## src/rtl/reset_seq_pkg.sv

```systemverilog
// Shared definitions for the reset sequencer: FSM encoding and counter sizing.
package reset_seq_pkg;

  typedef enum logic [1:0] {
    IDLE    = 2'd0,
    ASSERT  = 2'd1,
    RELEASE = 2'd2
  } state_t;

  // Counter must reach both the stretch length and the last release offset.
  function automatic int cnt_width(input int stretch, input int stagger, input int num_out);
    int span;
    span = stagger * (num_out - 1);
    if (stretch > span) span = stretch;
    return $clog2(span + 1);
  endfunction

endpackage

```

## src/rtl/reset_src_detect.sv

```systemverilog
// One reset request source: synchroniser, previous-sample flop and edge/level qualification.
module reset_src_detect #(
  parameter int SYNC_STAGES = 2
) (
  input  logic clk,
  input  logic res,
  input  logic src,
  input  logic en,
  input  logic level,
  output logic trig
);

  logic [SYNC_STAGES-1:0] sync;
  logic                   s;
  logic                   prev;

  assign s = sync[SYNC_STAGES-1];

  // Clearing both sync and prev on reset means a source idling high produces no falling edge.
  always_ff @(posedge clk) begin
    if (res) begin
      sync <= '0;
      prev <= 1'b0;
    end else begin
      sync[0] <= src;
      for (int i = 1; i < SYNC_STAGES; i++) sync[i] <= sync[i-1];
      prev <= s;
    end
  end

  assign trig = en & (level ? s : (prev & ~s));

endmodule

```

## src/rtl/reset_sequencer.sv

```systemverilog
// Multi-source reset generator: stretches all outputs after the last trigger, then releases them in index order.
module reset_sequencer
  import reset_seq_pkg::*;
#(
  parameter int NUM_SRC     = 4,
  parameter int NUM_OUT     = 2,
  parameter int STRETCH     = 16,
  parameter int STAGGER     = 8,
  parameter int SYNC_STAGES = 2
) (
  input  logic               clk,
  input  logic               res,
  input  logic [NUM_SRC-1:0] src,
  input  logic [NUM_SRC-1:0] src_en,
  input  logic [NUM_SRC-1:0] src_level,
  input  logic               cause_clr,
  output logic [NUM_OUT-1:0] rst_out,
  output logic               busy,
  output logic [NUM_SRC-1:0] cause,
  output logic               por_flag
);

  localparam int            CW          = cnt_width(STRETCH, STAGGER, NUM_OUT);
  localparam logic [CW-1:0] CNT_MAX     = '1;
  localparam logic [CW-1:0] STRETCH_END = CW'(STRETCH - 1);
  localparam logic [CW-1:0] REL_END     = CW'(STAGGER * (NUM_OUT - 1));

  logic [NUM_SRC-1:0] trig;
  logic               any_trig;

  state_t             state, state_next;
  logic [CW-1:0]      cnt, cnt_next, cnt_inc;
  logic [NUM_OUT-1:0] rst_next;

  for (genvar i = 0; i < NUM_SRC; i++) begin : g_src
    reset_src_detect #(
      .SYNC_STAGES(SYNC_STAGES)
    ) u_detect (
      .clk  (clk),
      .res  (res),
      .src  (src[i]),
      .en   (src_en[i]),
      .level(src_level[i]),
      .trig (trig[i])
    );
  end

  assign any_trig = |trig;

  // Outputs still held when the release counter reads c: bit j drops once c reaches j*STAGGER.
  function automatic logic [NUM_OUT-1:0] held_mask(input logic [CW-1:0] c);
    logic [NUM_OUT-1:0] m;
    for (int j = 0; j < NUM_OUT; j++) m[j] = (int'(c) < j * STAGGER);
    return m;
  endfunction

  always_comb begin
    state_next = state;
    cnt_next   = cnt;
    rst_next   = rst_out;
    cnt_inc    = (cnt == CNT_MAX) ? cnt : cnt + CW'(1);
    case (state)
      IDLE: begin
        rst_next = '0;
        if (any_trig) begin
          state_next = ASSERT;
          cnt_next   = '0;
          rst_next   = '1;
        end
      end
      ASSERT: begin
        rst_next = '1;
        if (any_trig) begin
          cnt_next = '0;
        end else if (cnt == STRETCH_END) begin
          cnt_next   = '0;
          rst_next   = held_mask('0);
          // A zero-length release span skips RELEASE and drops everything at once.
          state_next = (REL_END == '0) ? IDLE : RELEASE;
        end else begin
          cnt_next = cnt_inc;
        end
      end
      RELEASE: begin
        if (any_trig) begin
          state_next = ASSERT;
          cnt_next   = '0;
          rst_next   = '1;
        end else begin
          cnt_next = cnt_inc;
          rst_next = held_mask(cnt_inc);
          if (cnt_inc == REL_END) state_next = IDLE;
        end
      end
      default: begin
        state_next = ASSERT;
        cnt_next   = '0;
        rst_next   = '1;
      end
    endcase
  end

  always_ff @(posedge clk) begin
    if (res) begin
      state    <= ASSERT;
      cnt      <= '0;
      rst_out  <= '1;
      busy     <= 1'b1;
      cause    <= '0;
      por_flag <= 1'b1;
    end else begin
      state    <= state_next;
      cnt      <= cnt_next;
      rst_out  <= rst_next;
      busy     <= |rst_next;
      // A new trigger in the clearing cycle still lands in cause.
      cause    <= (cause_clr ? '0 : cause) | trig;
      if (cause_clr) por_flag <= 1'b0;
    end
  end

endmodule
```

## config.mk

```make
export PLATFORM = sky130hd
export DESIGN_NAME = reset_sequencer
export DESIGN_NICKNAME = d
export VERILOG_FILES = /design/src/rtl/reset_seq_pkg.sv /design/src/rtl/reset_src_detect.sv /design/src/rtl/reset_sequencer.sv
export SDC_FILE = /design/constraint.sdc
export NUM_CORES = 1
export LEC_CHECK = 0
export CELL_PAD_IN_SITES_DETAIL_PLACEMENT = 0
export CELL_PAD_IN_SITES_GLOBAL_PLACEMENT = 1
export CORE_MARGIN = 3
export CORE_UTILIZATION = 46
export DETAILED_ROUTE_END_ITERATION = 7
export DONT_BUFFER_PORTS = 1
export PLACE_DENSITY_LB_ADDON = 0.3
export SLEW_MARGIN = 20
export SYNTH_ARGS = -nofsm -noshare
export SYNTH_HDL_FRONTEND = slang
export SYNTH_SLANG_ARGS = --single-unit
```

## constraint.sdc

```tcl
create_clock -name clk -period 1.96 [get_ports clk]
set_input_delay 0.098 -clock clk [delete_from_list [all_inputs] [get_ports clk]]
set_output_delay 0.098 -clock clk [all_outputs]
set_load 0.02 [all_outputs]
```

==> results.py, run 1 <==
metrics = {
    "power_and_ir_drop": {
        "power.switching_mw": 0.2906,
        "comb_power_share_pct": 18.7,
        "sw_frac_of_total_pct": 27.63,
        "p_total_mw": 1.052,
        "leakage_nw": 0.5121,
        "power.density_mw_per_mm2": 795.1,
        "power_frac_clock_pct": 21.0,
        "seqPwrFrac_pct": 60.2,
        "irDropWorstVdd_v": 0.0006560,
        "intPower_mw": 0.7610,
    },
    "placed_design": {
        "pre_cts_slack_ns": 0.1548,
        "hpwl_um": 1556,
        "portBuffers": 0,
        "place_congestion": 0.7811,
    },
    "timing": {
        "grt_setup_unrepaired": "no",
        "fin_setup_tns_ns": 0,
        "drv_slew": 0,
        "tightest_slew_ns": 0.7379,
        "finalSetupViolations": 0,
        "max_freq_mhz": 544.1,
        "hold_viol_final": 0,
        "worst_slack_ns": 0.1219,
        "slew_headroom_pct": 50.65,
        "final.period_utilization_pct": 93.78,
        "skew_ns": 0.004261,
        "layout_min_cycle_time_ns": 1.838,
    },
    "global_routing": {
        "overflow": 0,
        "grt_max_degree": 23,
        "grt_use_met3_pct": 4.751,
        "grt_pass1_vias": 837,
        "top_usage_layer": "met2",
        "grt_use_met2_pct": 22.68,
        "met1_usage_pct": 15.60,
        "grt_use_total_pct": 13.14,
        "grt_pass1_wl_um": 3456,
        "grt_antenna_before_repair": 0,
    },
    "setup_path": {
        "cp-start-kind": "flop",
        "worst-path-max-fanout": 7,
        "rr_startpoint": "cnt[0]",
        "r2r-end": "state[0]",
        "crit_end": "state[0]",
        "cp.required_ns": 2.20,
        "setup.worst_path.class": "reg2reg",
        "reg2reg_slack_ns": 0.12,
        "arrival_ns": 2.08,
        "endpoint_kind": "flop",
        "reg2regPathDepth": 6,
        "crit_start": "cnt[0]",
    },
    "floorplan": {
        "core_area_sq_mm": 0.002340,
        "die-height_um": 56.97,
        "initial_core_util_pct": 51.07,
        "die_w_um": 56.97,
        "dieArea_sq_mm": 0.003245,
        "fp-row-count": 17,
        "io_pins": 23,
    },
    "clock_tree": {
        "clk_latency_ns": 0.31,
        "cts_made_buffers": 3,
        "path_clk_slew_ns": 0.13,
        "htreeDepth": 1,
        "cts_setup_buffers": 0,
        "clk_path_buf_depth": 2,
        "cts_sinks": 27,
        "root_buffer": "clkbuf_4",
        "cts_tree": "done",
    },
    "drt": {
        "drtIter0Drc": 11,
        "vias": 893,
        "via_per_inst": 5.445,
        "postRouteWirelength_um": 2092,
        "postRouteAntennaNets": 0,
        "drt_pass1_iterations": 4,
        "post_drt_wl_per_cell_um": 12.76,
        "drc": 0,
    },
    "synth": {
        "ys_types": 35,
        "postSynthCellCount": 127,
        "synth_top_family_by_area": "simple AND/OR/NAND/NOR gates",
        "synth_area_sq_mm": 0.001195,
        "yosysWarnings": 0,
        "synth-compound-area-share_pct": 18.74,
        "synth_xor_area_share_pct": 0,
        "muxShareOfSynthArea_pct": 0,
        "synth_seq_area_share_pct": 45.24,
        "synth_top_area_cell": "dfxtp_1",
        "netlist_top_cells_count": "27 x dfxtp_1, 13 x nor2b_1, 11 x a21oi_1, 11 x nand2_1, 8 x nor2_1",
        "synth_seq_cells": 27,
        "yosysMostFrequentCell": "dfxtp_1",
        "synth_area_leaders": "dfxtp_1 45%, nor2b_1 6.8%, ha_1 5.2%",
        "async_flop_share_pct": 0,
        "synthSimpleGateAreaFrac_pct": 27.96,
        "syn_nets": 147,
        "synth_top_area_share_pct": 45.24,
        "synth_edf_count": 0,
        "ys.flop_type": "dfxtp_1",
        "synth-adder-area-share_pct": 5.236,
        "avgSynthCellArea_sq_um": 9.409,
    },
    "final_layout": {
        "area_growth_pct": 10.68,
        "final_layout_size_suffix_gt1_share_pct": 8.824,
        "n_antenna_cell": 0,
        "nNetsFinal": 157,
    },
    "status": {
        "status": "finished, final reports clean",
    },
    "hold_path": {
        "min_path_type": "in2reg",
    },
    "run": {
        "cap_violations": 0,
    },
}
-- area by class of cell --
cell class | count | area, sq um
fillers | 220 | 1017
clock buffers | 4 | 26.28
flip-flops and latches | 27 | 540.5
multi-input cells | 91 | 620.6
repair buffers | 8 | 77.57
well taps | 28 | 35.03
inverters | 6 | 22.52
-- power by group through the flow --
stage	Combinational, mW	Sequential [mW]	Clock, mW
2_1_floorplan	0.151	0.639	0
3_3_place_gp	0.178	0.643	0
3_5_place_dp	0.179	0.646	0
4_1_cts	0.197	0.634	0.234
5_1_grt	0.221	0.640	0.252
6_report	0.197	0.633	0.221
-- worst min-delay path by stage --
| stage | from | slack, ns | to | cells after the start |
|---|---|---|---|---|
| 5_1_grt | src_level[3] | 0.03 | cause[3] | 2 |
| 3_5_place_dp | res | 0.17 | cause[0] | 1 |
| 3_3_place_gp | res | 0.17 | cause[2] | 1 |
| 4_1_cts | src_level[1] | 0.02 | cause[1] | 2 |
| 2_1_floorplan | src[0] | 0.23 | g_src[0].u_detect.sync[0] | 1 |
| 6_report | src_level[2] | 0.03 | cause[2] | 2 |
-- timing repair --
action                    in CTS  in global routing
hold buffers                   7                  0
hold endpoints to repair      23                  0
gates resized for setup        0                  0
-- cells in the final DEF, fill, tap and decap left out, types with 2 or more instances in the layout --
cell	netlist	layout
a21oi_1	11	11
a31oi_2	4	4
and2_1	2	2
and4bb_1	3	3
clkbuf_4	0	3
dfxtp_1	27	27
dlygate4sd3_1	0	7
ha_1	5	5
inv_1	6	6
nand2_1	11	11
nand3_1	4	4
nor2_1	8	8
nor2b_1	13	13
nor3_1	2	2
o21ai_0	7	7
-- cells by family after synthesis --
group | count (synthesis)
buffers and inverters | 9
AND/OR/NAND/NOR | 54
AO/OA/AOI/OAI | 32
adder cells (fa/ha/maj) | 5
flip-flops | 27
-- per-stage QoR --
step                utilization [%]  cells  instance area, sq um  hold WS, ns
finish                        56.52    164                  1323      0.02729
global route                  56.52    164                  1323      0.03478
CTS                           56.52    164                  1323      0.02155
detailed placement            52.41    153                  1226       0.1730
global placement              52.41    153                  1226       0.1704
floorplan                         -    127                  1195       0.2262
-- sequential cells by signal, summed over array words and instances, names as in the netlist --
signal,cells
busy,1
cnt,5
g_src.u_detect.prev,4
rst_out,2
cause,4
por_flag,1
g_src.u_detect.sync,8
state,2
-- critical path: stages (launching register included) --
cell	delay [ns]
dfxtp_1	0.38
ha_1	0.29
and2_1	0.18
o211a_1	0.22
o2111ai_1	0.15
or4b_1	0.46
o211ai_1	0.10
-- metal layers --
metal	wire length (um)	part of all wire [%]
met1	978	47
met2	985	47
met3	109	5.2
met4	18	0.86
met5	0	0
(Power assumes the default switching activity.)
==> run 2, diff against run 1 <==
==> constraint.sdc (replaced) <==
create_clock -name clk -period 2.2 [get_ports clk]
set_input_delay 0.11 -clock clk [delete_from_list [all_inputs] [get_ports clk]]
set_output_delay 0.11 -clock clk [all_outputs]
set_load 0.02 [all_outputs]
==> results.py, run 2 (synthesized netlist as in run 1, its figures left out) <==
metrics = {
    "setup_path": {
        "setup.worst_path.class": "reg2reg",
        "cp.required_ns": 2.44,
        "cp_cell_sequence": "ha_1, and2_1, o211a_1, o2111ai_1, or4b_1, o211ai_1",
        "worst-path-max-fanout": 7,
        "endpoint_kind": "flop",
        "critPathMaxStageDelay_ns": 0.46,
        "cp-start-kind": "flop",
        "critPathSlowestCell": "or4b_1",
        "arrival_ns": 2.08,
    },
    "final_layout": {
        "fin_area_sq_mm": 0.001303,
        "n_antenna_cell": 0,
        "layout_commonest_cell": "dfxtp_1",
        "final_cell_mix": "27 x dfxtp_1, 13 x nor2b_1, 11 x a21oi_1, 11 x nand2_1, 8 x nor2_1",
        "layout.cells.non_filler": 162,
        "area_growth_pct": 9.005,
        "multi_input_area_sq_um": 620.6,
        "final_layout_size_suffix_gt1_share_pct": 8.955,
        "largest-register": "g_src.u_detect.sync",
        "largestRegisters": "g_src.u_detect.sync: 8 flops, cnt: 5 flops",
        "largest_reg_flops": 8,
        "seq_area_sq_um": 540.5,
        "nNetsFinal": 155,
        "fillers": 223,
    },
    "power_and_ir_drop": {
        "power.density_mw_per_mm2": 716.3,
        "p_total_mw": 0.9330,
        "irDropWorstVdd_v": 0.0005818,
        "leakage_nw": 0.5011,
    },
    "timing": {
        "drv_slew": 0,
        "max_freq_mhz": 543.4,
        "finalSetupViolations": 0,
        "hold_viol_final": 0,
        "slew_headroom_pct": 52.55,
        "tightest_slew_ns": 0.7094,
        "fin_setup_tns_ns": 0,
        "final.period_utilization_pct": 83.66,
        "holdWs_ns": 0.01319,
        "grt_setup_unrepaired": "no",
        "skew_ns": 0.002285,
        "layout_min_cycle_time_ns": 1.840,
    },
    "placed_design": {
        "place_area_sq_mm": 0.001226,
        "place_congestion": 0.7811,
        "hpwl_um": 1556,
        "portBuffers": 0,
        "dp_cells": 153,
    },
    "floorplan": {
        "dieArea_sq_mm": 0.003245,
        "initial_core_util_pct": 51.07,
        "die_w_um": 56.97,
        "die-height_um": 56.97,
        "fp-row-count": 17,
        "core_area_sq_mm": 0.002340,
        "io_pins": 23,
    },
    "clock_tree": {
        "root_buffer": "clkbuf_4",
        "htreeDepth": 1,
        "clk_latency_ns": 0.31,
        "cts_made_buffers": 3,
        "cts_setup_buffers": 0,
        "cts_resized": 0,
        "cts_sinks": 27,
        "path_clk_slew_ns": 0.12,
        "clk_path_buf_depth": 2,
        "cts_tree": "done",
    },
    "drt": {
        "post_drt_wl_per_cell_um": 12.81,
        "drt_pass1_iterations": 4,
        "drtIter0Drc": 10,
        "drc": 0,
        "postRouteWirelength_um": 2075,
        "postRouteAntennaNets": 0,
        "vias": 886,
        "via_per_inst": 5.469,
    },
    "global_routing": {
        "grt_pass1_vias": 838,
        "grt_pass1_wl_um": 3450,
        "grt_antenna_before_repair": 0,
        "grt_max_degree": 22,
        "grt_use_total_pct": 13.14,
        "overflow": 0,
    },
    "status": {
        "status": "finished, final reports clean",
    },
    "run": {
        "cap_violations": 0,
    },
    "hold_path": {
        "min_path_type": "in2reg",
    },
}
run 2: cell type report:
type                    instances  share of cell area (%)
inverters                       6                   1.729
repair buffers                  6                   4.419
multi-input cells              91                   47.65
well taps                      28                   2.690
clock buffers                   4                   2.017
flip-flops and latches         27                   41.50
run 2: routing by layer:
metal / wire length [um] / vias to the layer above / global-route usage (%)
met3: 103 / 2 / 4.751
li1: - / 465 / -
met2: 986 / 17 / 22.84
met5: 0 / - / 0
met4: 18 / 0 / 2.980
met1: 967 / 402 / 15.46
run 2: path summary, 6_finish.rpt:
check | start | end | slack, ns | cells past startpoint
setup / recovery | cnt[0] | state[0] | 0.36 | 6
hold / removal | cause_clr | cause[2] | 0.01 | 3
setup reg to reg | cnt[0] | state[0] | 0.36 | 6
hold reg to reg | g_src[0].u_detect.sync[0] | g_src[0].u_detect.sync[1] | 0.45 | 1
run 2: what timing repair did:
action | 4_1_cts | 5_1_grt
hold buffers | 5 | 0
endpoints found under the setup margin | 0 | 0
endpoints found under the hold margin | 23 | 0
run 2: where the power goes:
group / total [mW] / internal (mW) / switching [mW]
registers: 0.564 / 0.525 / 0.0397
logic: 0.174 / 0.0810 / 0.0925
clock network: 0.195 / 0.0707 / 0.124
run 2: worst max-delay path, delay by kind of cell, from the launching register on:
family	cells	cell delay (ns)
simple gates	2	0.64
compound gates	3	0.47
flops	1	0.38
fa+ha+maj	1	0.29
run 2: metrics by stage:
stage	worst slack, ns	utilization, %
after detailed placement	0.3948	52.41
after floorplan	0.4622	-
after CTS	0.3635	55.67
after global routing	0.2507	55.67
after global placement	0.4441	52.41
final	0.3596	55.67
